<file path="src/rtl/score_pkg.sv">
// Shared constants for the scoreboard: FINISH code, view layout and the
// seven-segment character set (segment order gfedcba).
package score_pkg;

    localparam logic [2:0] FINISH = 3'b101;

    // View numbering: CURR, then one view per table rank, then HITS and MISSES.
    localparam int VIEW_CURR       = 0;
    localparam int VIEW_HI_BASE    = 1;
    localparam int VIEW_HITS_OFS   = 1;
    localparam int VIEW_MISSES_OFS = 2;

    typedef enum logic [1:0] {
        VK_CURR,
        VK_HIGH,
        VK_HITS,
        VK_MISSES
    } view_kind_e;

    localparam logic [6:0] BLANK = 7'b0000000;

    localparam logic [9:0][6:0] SEG_TABLE = {
        7'b1101111,  // 9
        7'b1111111,  // 8
        7'b0000111,  // 7
        7'b1111101,  // 6
        7'b1101101,  // 5
        7'b1100110,  // 4
        7'b1001111,  // 3
        7'b1011011,  // 2
        7'b0000110,  // 1
        7'b0111111   // 0
    };

    function automatic logic [6:0] bcd_to_seg(input logic [3:0] d);
        if (d > 4'd9) begin
            return BLANK;
        end
        return SEG_TABLE[d];
    endfunction

endpackage

</file>
<file path="src/rtl/bin2bcd_seq.sv">
// Sequential shift-add-3 binary to BCD converter, one bit per cycle; the
// result register only changes when a conversion completes.
module bin2bcd_seq #(
    parameter int SCORE_W = 8,
    parameter int DIGITS  = 3
) (
    input  logic                  clk,
    input  logic                  n_rst,
    input  logic                  start,
    input  logic [SCORE_W-1:0]    bin,
    output logic                  busy,
    output logic                  done,
    output logic [4*DIGITS-1:0]   bcd
);

    localparam int CW = $clog2(SCORE_W + 1);

    logic [SCORE_W-1:0]  bin_sh;
    logic [4*DIGITS-1:0] acc;
    logic [4*DIGITS-1:0] acc_adj;
    logic [4*DIGITS-1:0] acc_next;
    logic [CW-1:0]       cnt;

    always_comb begin
        acc_adj = acc;
        for (int d = 0; d < DIGITS; d++) begin
            if (acc[4*d +: 4] >= 4'd5) begin
                acc_adj[4*d +: 4] = acc[4*d +: 4] + 4'd3;
            end
        end
        acc_next = {acc_adj[4*DIGITS-2:0], bin_sh[SCORE_W-1]};
    end

    always_ff @(posedge clk or negedge n_rst) begin
        if (!n_rst) begin
            busy   <= 1'b0;
            done   <= 1'b0;
            cnt    <= '0;
            bin_sh <= '0;
            acc    <= '0;
            bcd    <= '0;
        end else begin
            done <= 1'b0;
            if (!busy) begin
                if (start) begin
                    busy   <= 1'b1;
                    bin_sh <= bin;
                    acc    <= '0;
                    cnt    <= '0;
                end
            end else begin
                acc    <= acc_next;
                bin_sh <= {bin_sh[SCORE_W-2:0], 1'b0};
                cnt    <= cnt + 1'b1;
                if (cnt == CW'(SCORE_W - 1)) begin
                    busy <= 1'b0;
                    done <= 1'b1;
                    bcd  <= acc_next;
                end
            end
        end
    end

endmodule

</file>
<file path="src/rtl/sync_posedge.sv">
// Two-flop synchroniser plus registered rising-edge detector; an input that is
// already high when reset is released must fall before it can produce a pulse.
module sync_posedge (
    input  logic clk,
    input  logic n_rst,
    input  logic d,
    output logic pulse
);

    logic s1, s2, s3;
    logic [1:0] fill;
    logic armed;

    // NOTE: every flop here uses <= so all stages sample the previous cycle's
    // values; blocking assignments would collapse the synchroniser chain.
    always_ff @(posedge clk or negedge n_rst) begin
        if (!n_rst) begin
            s1    <= 1'b0;
            s2    <= 1'b0;
            s3    <= 1'b0;
            fill  <= 2'b00;
            armed <= 1'b0;
            pulse <= 1'b0;
        end else begin
            s1    <= d;
            s2    <= s1;
            s3    <= s2;
            fill  <= {fill[0], 1'b1};
            // s2 only reflects the real input once the chain has refilled.
            armed <= armed | (fill[1] & ~s2);
            pulse <= s2 & ~s3 & armed;
        end
    end

endmodule

</file>
<file path="src/rtl/score_board_disp.sv">
// End-of-game scoreboard: sorted high-score table updated once per FINISH
// entry, and a button-cycled seven-segment view of score, ranks, hits, misses.
module score_board_disp
    import score_pkg::*;
#(
    parameter int SCORE_W  = 8,
    parameter int NUM_HIGH = 4,
    parameter int DIGITS   = 3,
    parameter int BLANK_LZ = 1
) (
    input  logic                          clk,
    input  logic                          n_rst,
    input  logic                          score_tog,
    input  logic [2:0]                    mode,
    input  logic [SCORE_W-1:0]            score,
    input  logic [SCORE_W-1:0]            hits,
    input  logic [SCORE_W-1:0]            misses,
    output logic [7*DIGITS-1:0]           SS_disp,
    output logic                          red,
    output logic                          green,
    output logic [$clog2(NUM_HIGH+3)-1:0] view_rank,
    output logic                          new_record
);

    localparam int VW = $clog2(NUM_HIGH + 3);
    localparam int PW = (NUM_HIGH > 1) ? $clog2(NUM_HIGH) : 1;
    localparam logic [VW-1:0] V_LAST_HI = VW'(NUM_HIGH);
    localparam logic [VW-1:0] V_HITS    = VW'(NUM_HIGH + VIEW_HITS_OFS);
    localparam logic [VW-1:0] V_MISSES  = VW'(NUM_HIGH + VIEW_MISSES_OFS);

    logic tog_p;
    logic fin_p;
    logic [2:0] mode_q;

    logic [VW-1:0] view_q, view_d;
    view_kind_e    kind;
    logic [PW-1:0] hi_idx;

    logic [SCORE_W-1:0] tbl      [NUM_HIGH];
    logic [SCORE_W-1:0] tbl_next [NUM_HIGH];
    logic               ins_found;
    logic [PW-1:0]      ins_pos;

    logic [SCORE_W-1:0]  sel_val, cap_val, last_conv;
    logic                conv_start, conv_busy, conv_done;
    logic [4*DIGITS-1:0] bcd;
    logic                lead;
    logic [3:0]          digit;

    sync_posedge u_tog_sync (
        .clk   (clk),
        .n_rst (n_rst),
        .d     (score_tog),
        .pulse (tog_p)
    );

    assign fin_p = (mode == FINISH) && (mode_q != FINISH);

    // View FSM: state register.
    always_ff @(posedge clk or negedge n_rst) begin
        if (!n_rst) begin
            view_q <= VW'(VIEW_CURR);
        end else begin
            view_q <= view_d;
        end
    end

    // View FSM: next state.
    // NOTE: combinational blocks assign every output a default first so no
    // path leaves a value held, which would otherwise infer a latch.
    always_comb begin
        view_d = view_q;
        if (tog_p) begin
            view_d = (view_q == V_MISSES) ? VW'(VIEW_CURR) : view_q + 1'b1;
        end
    end

    // View FSM: outputs (LEDs and the value routed to the converter).
    always_comb begin
        kind    = VK_MISSES;
        red     = 1'b1;
        green   = 1'b0;
        sel_val = misses;
        hi_idx  = PW'(view_q - VW'(VIEW_HI_BASE));
        if (view_q == VW'(VIEW_CURR)) begin
            kind = VK_CURR;
        end else if (view_q <= V_LAST_HI) begin
            kind = VK_HIGH;
        end else if (view_q == V_HITS) begin
            kind = VK_HITS;
        end
        case (kind)
            VK_CURR:   begin red = 1'b0; green = 1'b0; sel_val = score;       end
            VK_HIGH:   begin red = 1'b1; green = 1'b1; sel_val = tbl[hi_idx]; end
            VK_HITS:   begin red = 1'b0; green = 1'b1; sel_val = hits;        end
            default:   begin red = 1'b1; green = 1'b0; sel_val = misses;      end
        endcase
    end

    assign view_rank = view_q;

    // Lowest rank strictly beaten by the score; ties keep the older entry.
    always_comb begin
        ins_found = 1'b0;
        ins_pos   = '0;
        for (int i = NUM_HIGH - 1; i >= 0; i--) begin
            if (score > tbl[i]) begin
                ins_found = 1'b1;
                ins_pos   = PW'(i);
            end
        end
    end

    always_comb begin
        for (int i = 0; i < NUM_HIGH; i++) begin
            tbl_next[i] = tbl[i];
        end
        if (fin_p && ins_found) begin
            for (int i = 1; i < NUM_HIGH; i++) begin
                if (i > int'(ins_pos)) begin
                    tbl_next[i] = tbl[i-1];
                end
            end
            for (int i = 0; i < NUM_HIGH; i++) begin
                if (i == int'(ins_pos)) begin
                    tbl_next[i] = score;
                end
            end
        end
    end

    // NOTE: the table is a handful of flops, not a RAM, so it is cleared by
    // reset like any other state; a RAM-backed table could not be.
    always_ff @(posedge clk or negedge n_rst) begin
        if (!n_rst) begin
            mode_q     <= '0;
            new_record <= 1'b0;
            for (int i = 0; i < NUM_HIGH; i++) begin
                tbl[i] <= '0;
            end
        end else begin
            mode_q <= mode;
            for (int i = 0; i < NUM_HIGH; i++) begin
                tbl[i] <= tbl_next[i];
            end
            if (fin_p) begin
                new_record <= (score > tbl[0]);
            end else if (mode != FINISH) begin
                new_record <= 1'b0;
            end
        end
    end

    // Start a conversion whenever the shown value differs from the last one
    // converted; the done cycle is skipped so last_conv is current first.
    assign conv_start = !conv_busy && !conv_done && (sel_val != last_conv);

    always_ff @(posedge clk or negedge n_rst) begin
        if (!n_rst) begin
            cap_val   <= '0;
            last_conv <= '0;
        end else begin
            if (conv_start) begin
                cap_val <= sel_val;
            end
            if (conv_done) begin
                last_conv <= cap_val;
            end
        end
    end

    bin2bcd_seq #(
        .SCORE_W (SCORE_W),
        .DIGITS  (DIGITS)
    ) u_bcd (
        .clk   (clk),
        .n_rst (n_rst),
        .start (conv_start),
        .bin   (sel_val),
        .busy  (conv_busy),
        .done  (conv_done),
        .bcd   (bcd)
    );

    always_comb begin
        lead    = (BLANK_LZ != 0);
        digit   = '0;
        SS_disp = '0;
        for (int d = DIGITS - 1; d >= 0; d--) begin
            digit = bcd[4*d +: 4];
            if (lead && (digit == 4'd0) && (d != 0)) begin
                SS_disp[7*d +: 7] = BLANK;
            end else begin
                lead              = 1'b0;
                SS_disp[7*d +: 7] = bcd_to_seg(digit);
            end
        end
    end

endmodule

</file>
<file path="config.mk">
export PLATFORM = sky130hd
export DESIGN_NAME = score_board_disp
export DESIGN_NICKNAME = d
export VERILOG_FILES = /design/src/rtl/score_pkg.sv /design/src/rtl/bin2bcd_seq.sv /design/src/rtl/sync_posedge.sv /design/src/rtl/score_board_disp.sv
export SDC_FILE = /design/constraint.sdc
export NUM_CORES = 1
export LEC_CHECK = 0
export CAP_MARGIN = 25
export CORE_AREA = 2 2 119 98
export DETAILED_ROUTE_END_ITERATION = 6
export DIE_AREA = 0 0 121 100
export PLACE_DENSITY = 0.81
export SLEW_MARGIN = 30
export SYNTH_ARGS = -nofsm -noshare
export SYNTH_HDL_FRONTEND = slang
export SYNTH_SLANG_ARGS = --single-unit
export TNS_END_PERCENT = 100
</file>
<file path="constraint.sdc">
create_clock -name clk -period 4.8 [get_ports clk]
set_clock_uncertainty 0.1 [all_clocks]
set_input_delay 0.96 -clock clk [delete_from_list [all_inputs] [get_ports clk]]
set_output_delay 0.96 -clock clk [all_outputs]
set_load 0.03 [all_outputs]
</file>
Word level (Yosys, flattened, before mapping)
Memory sizes are Yosys's and may differ from the RTL's.
Index checks and enable logic that the tools add are counted.
- memory bits (read-only): 336
- memories: 3
- input bits: 30
- word-level logic and storage cells: 148
- register bits: 100
- output and inout bits: 27
- equal/unequal tests: 12
- bitwise operators: 7
- add/subtract/negate cells: 6
- multiplexer cells: 57
- order comparisons: 18
- reduce and logical (&&, ||, !) cells: 24
- memories (memory ; depth ; bits a word ; rd ports ; clocked after memory_dff ; write ports ; RTL line ; text):
    (no name shown) ; 16 ; 7 ; 1 ; 0 ; 0 ; score_pkg.sv:39 ; return SEG_TABLE[d];
    (no name shown) ; 16 ; 7 ; 1 ; 0 ; 0 ; score_pkg.sv:39 ;
    (no name shown) ; 16 ; 7 ; 1 ; 0 ; 0 ; score_pkg.sv:39 ;
- operators by type and width (operator ; count):
    $mux 8 ; 10
    $mux 7 ; 11
    $gt 8x8->1 ; 4
    $mux 12 ; 2
    $pmux 8 s3 ; 1
    $mux 1 ; 20
    $bmux 8 s2 ; 1
    $mux 4 ; 4
    $lt 4x5->1 const B ; 3
    $ge 4x3->1 const B ; 3
    $gt 4x4->1 const B ; 3
    $mux 2 ; 6
    $reduce_and 2->1 ; 5
    $reduce_bool 2->1 ; 5
    $eq 3x3->1 const B ; 3
    $add 4x2->4 const B ; 2
    $logic_not 4->1 ; 2
    $ne 8x8->1 ; 1
    $mux 3 ; 2
    $ne 3x3->1 const B ; 2
    $logic_and 1x1->1 ; 5
    $add 4x1->4 const B ; 1
    $eq 2x2->1 const A ; 2
    $eq 4x3->1 const B ; 1
    other kinds (18) ; 25

Logic depth before layout (Yosys ltp)
- depth in word-level cells: 10
- mapped depth: 17
- gate-level depth less buffers: 13

Hierarchy
Synthesis repeated with hierarchy kept, for this count alone.
- cell total of the unflattened synthesis: 647
- area, all modules: 6421.2 um2
- by module, submodules not included (module ; area each (um2) ; cells each ; seq. area each (um2) ; times used):
    score_board_disp ; 4372.9 ; 472 ; 1376.3 ; 1
    bin2bcd_seq ; 1850.5 ; 163 ; 950.9 ; 1
    sync_posedge ; 197.7 ; 12 ; 175.2 ; 1

Worst setup path after synthesis
OpenSTA, ideal clock, no wires.
- path type: register to register
- start point: register view_q[0] (netlist: view_rank[0])
- end point: register u_bcd.bin_sh[2]
- buffers on the path: 4
- path slack: 0.818 ns
- required time: 4.575 ns
- setup time: 0.125 ns
- arrival: 3.757 ns
- stages on the path, launching flop included: 18
- clock period less this slack: 3.982 ns
- cells stage by stage: dfrtp_1 buf_6 inv_1 ha_1 nor2b_1 clkbuf_1 a21o_1 inv_1 ha_1 clkbuf_1 a21o_1 a221oi_1 nor3_1 nor4b_2 a41oi_2 buf_6 mux2_4 mux2_2
- word-level cells in the longest chain between the ends: 9
- elaborated cells on any way between the ends: 20
- those cells by class: add/sub: 1; order compare: 1; eq/ne: 4; mux: 9; bitwise: 1; reduce/logical: 4
- RTL lines (item ; RTL line ; text):
    from (decl) ; score_board_disp.sv:35 ; logic [VW-1:0] view_q, view_d;
    from (signal assigned) ; score_board_disp.sv:62 ; view_q <= VW'(VIEW_CURR);
    from (signal assigned) ; score_board_disp.sv:64 ; view_q <= view_d;
    $sub 2x1->2 / $eq 3x3->1 (equally long branches) ; score_board_disp.sv:84, score_board_disp.sv:89 ;
    $not 2->3 (implied by the code) / $mux 1 (equally long branches) ; score_board_disp.sv:94, score_board_disp.sv:89 ;
    $bmux 8 s2 / $mux 2 (equally long branches) ; score_board_disp.sv:94, score_board_disp.sv:87 ;
    $mux 8 (implied by the code) / $mux 2 (equally long branches) ; score_board_disp.sv:94, score_board_disp.sv:85 ;
    $mux 8 (implied by the code), or another cell as far along ; score_board_disp.sv:94 ; VK_HIGH: begin red = 1'b1; green = 1'b1; sel_val = tbl[hi_idx]; end
    $pmux 8 s3 * ; score_board_disp.sv:92 ; case (kind)
    $ne 8x8->1 ; score_board_disp.sv:156 ; assign conv_start = !conv_busy && !conv_done && (sel_val != last_conv);
    $logic_and 1x1->1 ; score_board_disp.sv:156 ;
    $reduce_bool 2->1 (no source line) ; n/a ;
    to (signal assigned) ; bin2bcd_seq.sv:47 ; bin_sh <= bin;
    to (signal assigned) ; bin2bcd_seq.sv:53 ; bin_sh <= {bin_sh[SCORE_W-2:0], 1'b0};
    to (decl) ; bin2bcd_seq.sv:18 ; logic [SCORE_W-1:0] bin_sh;
Every way passes the cells marked *; elsewhere a longest branch is shown, timed or not. The select of a mux whose other input is x is not followed.
A chain may end at the register's enable or synchronous reset.

Worst setup path after layout
- start point: input score[2]
- end point: register tbl[1] in the netlist's numbering
- word-level cells in the longest chain between the ends: 8
- elaborated cells on any way between the ends: 18
- those cells by class: order compare: 5; eq/ne: 1; mux: 9; reduce/logical: 3
- RTL lines (item ; RTL line ; text):
    from (decl) ; score_board_disp.sv:15 ; input logic [SCORE_W-1:0] score,
    $gt 8x8->1 ; score_board_disp.sv:107 ; if (score > tbl[i]) begin
    $mux 2 (4 in series) ; score_board_disp.sv:107 ;
    $gt 2x2->1 / $eq 1x2->1 (equally long branches) ; score_board_disp.sv:120, score_board_disp.sv:125 ;
    $reduce_bool 2->1 (no source line) ; n/a ;
    $reduce_and 2->1 (no source line) ; n/a ;
    to (signal, indexed assignment) ; score_board_disp.sv:144 ; tbl[i] <= tbl_next[i];
    to (decl) ; score_board_disp.sv:39 ; logic [SCORE_W-1:0] tbl [NUM_HIGH];
Several ways; a longest one is shown, not always the timed one.

==> metrics.md <==
| Metric | Value |
|---|---|
| FF-to-FF setup slack | 0.79 ns |
| Initial antenna violation count | 0 |
| First-pass GRT wire length | 24320 um |
| Row cnt | 35 |
| Design area | 7385 um2 |
| Critical path type | in2reg |
| Starting Density | 0.5719 |
| GRT Total Usage | 0.2556 |
| Inserted Diodes | 0 |
| CTS-repair resized insts | 0 |
| 1st-iter DRT viols | 527 |
| Post-Synthesis Cells | 625 |
| Max Cap Viol | 0 |
| DRC | 0 |
| DR WL met3 | 874 um |
| Run status | finished, final reports clean |
| Top routing layer used | met4 |
| Final wirelength | 14680 um |
| Final #Nets | 771 |
| WL met1 | 6632 um |
| Worst-margin pin slew | 0.8168 ns |
| DR WL met2 | 7009 um |
| Die area | 12100 um2 |
| Leak pwr | 0.003475 uW |
| Ys flop type | dfrtp_1 |
| Largest net degree at the start of global routing | 73 |
| Fmax | 0.2407 GHz |
| # clock sinks | 100 |
| Tmin final | 4.154 ns |
| Total power | 5698 uW |
| Most frequent cells in the layout | dfrtp_1 (100), inv_1 (62), ha_1 (61), clkdlybuf4s50_1 (55), o21ai_0 (46) |
| Max VDD drop | 0.3196 mV |
| Hold Crit Class | reg2reg |
| Hpwl dp | 10990 um |
| Die W | 121 um |
| Filler instances | 830 |
| Post-Syn Area | 6336 um2 |
| R2R cell count | 15 |
| Clk Latency, worst-skew pair | 0.35 ns |
| Worst Path Required | 4.93 ns |
| Buffers added on ports | 56 |
| Clk pin slew, worst setup/hold paths | 0.07 ns |
| Endpoints failing hold | 0 |
| Syn Area/Cell | 10.14 um2 |
| Ratio of cells with drive above 1 in the final layout | 0.1182 |
| Seq cells post-synth | 100 |
| Setup Buffers After CTS | 0 |
| Data arrival, critical path | 4.28 ns |
| Slew margin rel. | 0.4513 |
| RSZ-0062 raised after global routing | no |
| Hold Crit Depth | 0 |
| Startpoint Class | input port |
| DR vias/cell | 5.974 |
| Crit. End Element | register |
| Distinct cells, synth | 55 |
| Vias after detailed routing | 4976 |
| Vias in the first global route | 4931 |
| Synth warn | 0 |
| Crit-path max FO | 16 |
| Core area | 11080 um2 |
| ANT nets after route | 0 |
| DR pass1 iterations | 6 |
| Total CTS buffers | 9 |
| Most common cell after layout, fill and taps aside | dfrtp_1 |
| Async SR Flop Fraction | 1.000 |
| H-tree levels | 3 |
| DR WL/cell | 17.63 um |
| Syn Nets | 716 |
| Number of synthesized flops with an enable pin | 0 |
| Global route overflow | 0 |
| PD cells | 771.6 nW/um2 |
| Placed Area | 7064 um2 |
| Layout area overhead | 16.55% |
| Final period util | 0.8655 |
| Chip height | 100 um |
| Clock Tree Buf Depth | 2 |
| Global placement routability congestion | 0.8827 |
| Sequential fraction of the synthesis area | 0.3949 |
| Setup TNS | 0 ns |
| Max Slew Vio Count | 0 |
| Setup violations, final | 0 |
| Root buf cell | clkbuf_16 |
| Hold_buf cts | 0 |
| Io pins | 57 |
| CTS tree | yes |
cells by family (layout without fill, tap and decap cells):
logic type / after synthesis / in the layout / share of synthesized area
compound gates: 174 / 174 / 0.2006
simple gates: 150 / 150 / 0.1230
flops: 100 / 100 / 0.3949
buf+inv: 88 / 148 / 0.05509
fa+ha+maj: 61 / 61 / 0.1205
mux: 46 / 46 / 0.09834
xor+xnor: 5 / 5 / 0.006911
other cells: 1 / 1 / 0.0005918
layout make-up:
cell class | instances | area, um2 | area share
sequential | 100 | 2502 | 0.3389
tap | 148 | 185.2 | 0.02508
clock buffer | 11 | 232.7 | 0.03151
inverter | 63 | 236.5 | 0.03202
timing repair buffer | 69 | 659.4 | 0.08929
clock inverter | 5 | 83.83 | 0.01135
multi-input combinational | 437 | 3485 | 0.4719
through the flow:
step / worst slack (ns) / util / hold slack (ns) / std cells
floorplan: 0.8182 / - / 0.2312 / 625
global placement: 0.4750 / 0.6376 / 0.2316 / 817
detailed placement: 0.3345 / 0.6376 / 0.2356 / 817
CTS: 0.6786 / 0.6662 / 0.2508 / 833
global route: 0.4723 / 0.6665 / 0.2659 / 833
finish: 0.6456 / 0.6665 / 0.2481 / 833
critical path, cell delays in order:
cell	delay, ns
clkdlybuf4s50_1	0.69
ha_1	0.31
a21o_1	0.18
a221o_1	0.34
a221o_1	0.38
o2bb2a_1	0.39
nand3_1	0.17
and2_1	0.39
a222oi_1	0.45
Yosys cell counts (5+ instances only):
| cell type | n | area (um2) |
|---|---|---|
| mux2_4 | 6 | 90.09 |
| nand3b_1 | 6 | 45.04 |
| nand2b_1 | 11 | 68.82 |
| o2bb2ai_1 | 9 | 78.83 |
| dfrtp_1 | 100 | 2502 |
| mux4_2 | 8 | 180.2 |
| clkbuf_1 | 19 | 71.32 |
| a2bb2oi_1 | 8 | 70.07 |
| inv_1 | 62 | 232.7 |
| o22ai_1 | 10 | 62.56 |
| ha_1 | 61 | 763.2 |
| o21a_1 | 9 | 67.56 |
| nand2_1 | 43 | 161.4 |
| mux2i_1 | 6 | 60.06 |
| nor3_1 | 11 | 55.05 |
| nor2b_1 | 15 | 93.84 |
| o21ai_0 | 46 | 230.2 |
| mux2_2 | 24 | 270.3 |
| a22o_1 | 11 | 96.34 |
| nor2_1 | 39 | 146.4 |
| a21o_1 | 19 | 142.6 |
| a221oi_2 | 7 | 105.1 |
| a211oi_1 | 5 | 37.54 |
| xnor2_1 | 5 | 43.79 |
| a21oi_1 | 19 | 95.09 |
| nor4b_2 | 5 | 75.07 |
| a222oi_1 | 8 | 80.08 |
layer usage:
metal | GRT usage | up-vias
met5 | 0 | -
met4 | 0.07335 | 0
met3 | 0.05398 | 15
met2 | 0.4157 | 140
met1 | 0.3485 | 2455
li1 | - | 2366
report_power, final:
part           internal [uW]  switching (uW)  total, uW
registers               1200             350       1550
logic                   1550            1820       3370
clock network            459             321        780
total                   3210            2490       5700
worst paths after layout:
path,end,startpoint
max,tbl[1],score[2]
min,u_tog_sync.fill[1],u_tog_sync.fill[0]
max reg2reg,u_bcd.bin_sh[6],view_rank[1]
min reg2reg,u_tog_sync.fill[1],u_tog_sync.fill[0]
max in group asynchronous,u_bcd.acc[1],n_rst
min in group asynchronous,mode_q[2],n_rst
state kept, by name, summed over array words and instances, names as in the netlist, 2 cells and up:
register / count
u_bcd.acc: 12
tbl: 32
u_bcd.cnt: 4
last_conv: 8
mode_q: 3
view_rank: 3
u_bcd.bin_sh: 8
u_tog_sync.fill: 2
u_bcd.bcd: 12
cap_val: 8
No activity file was read; power rests on OpenSTA's default activity.
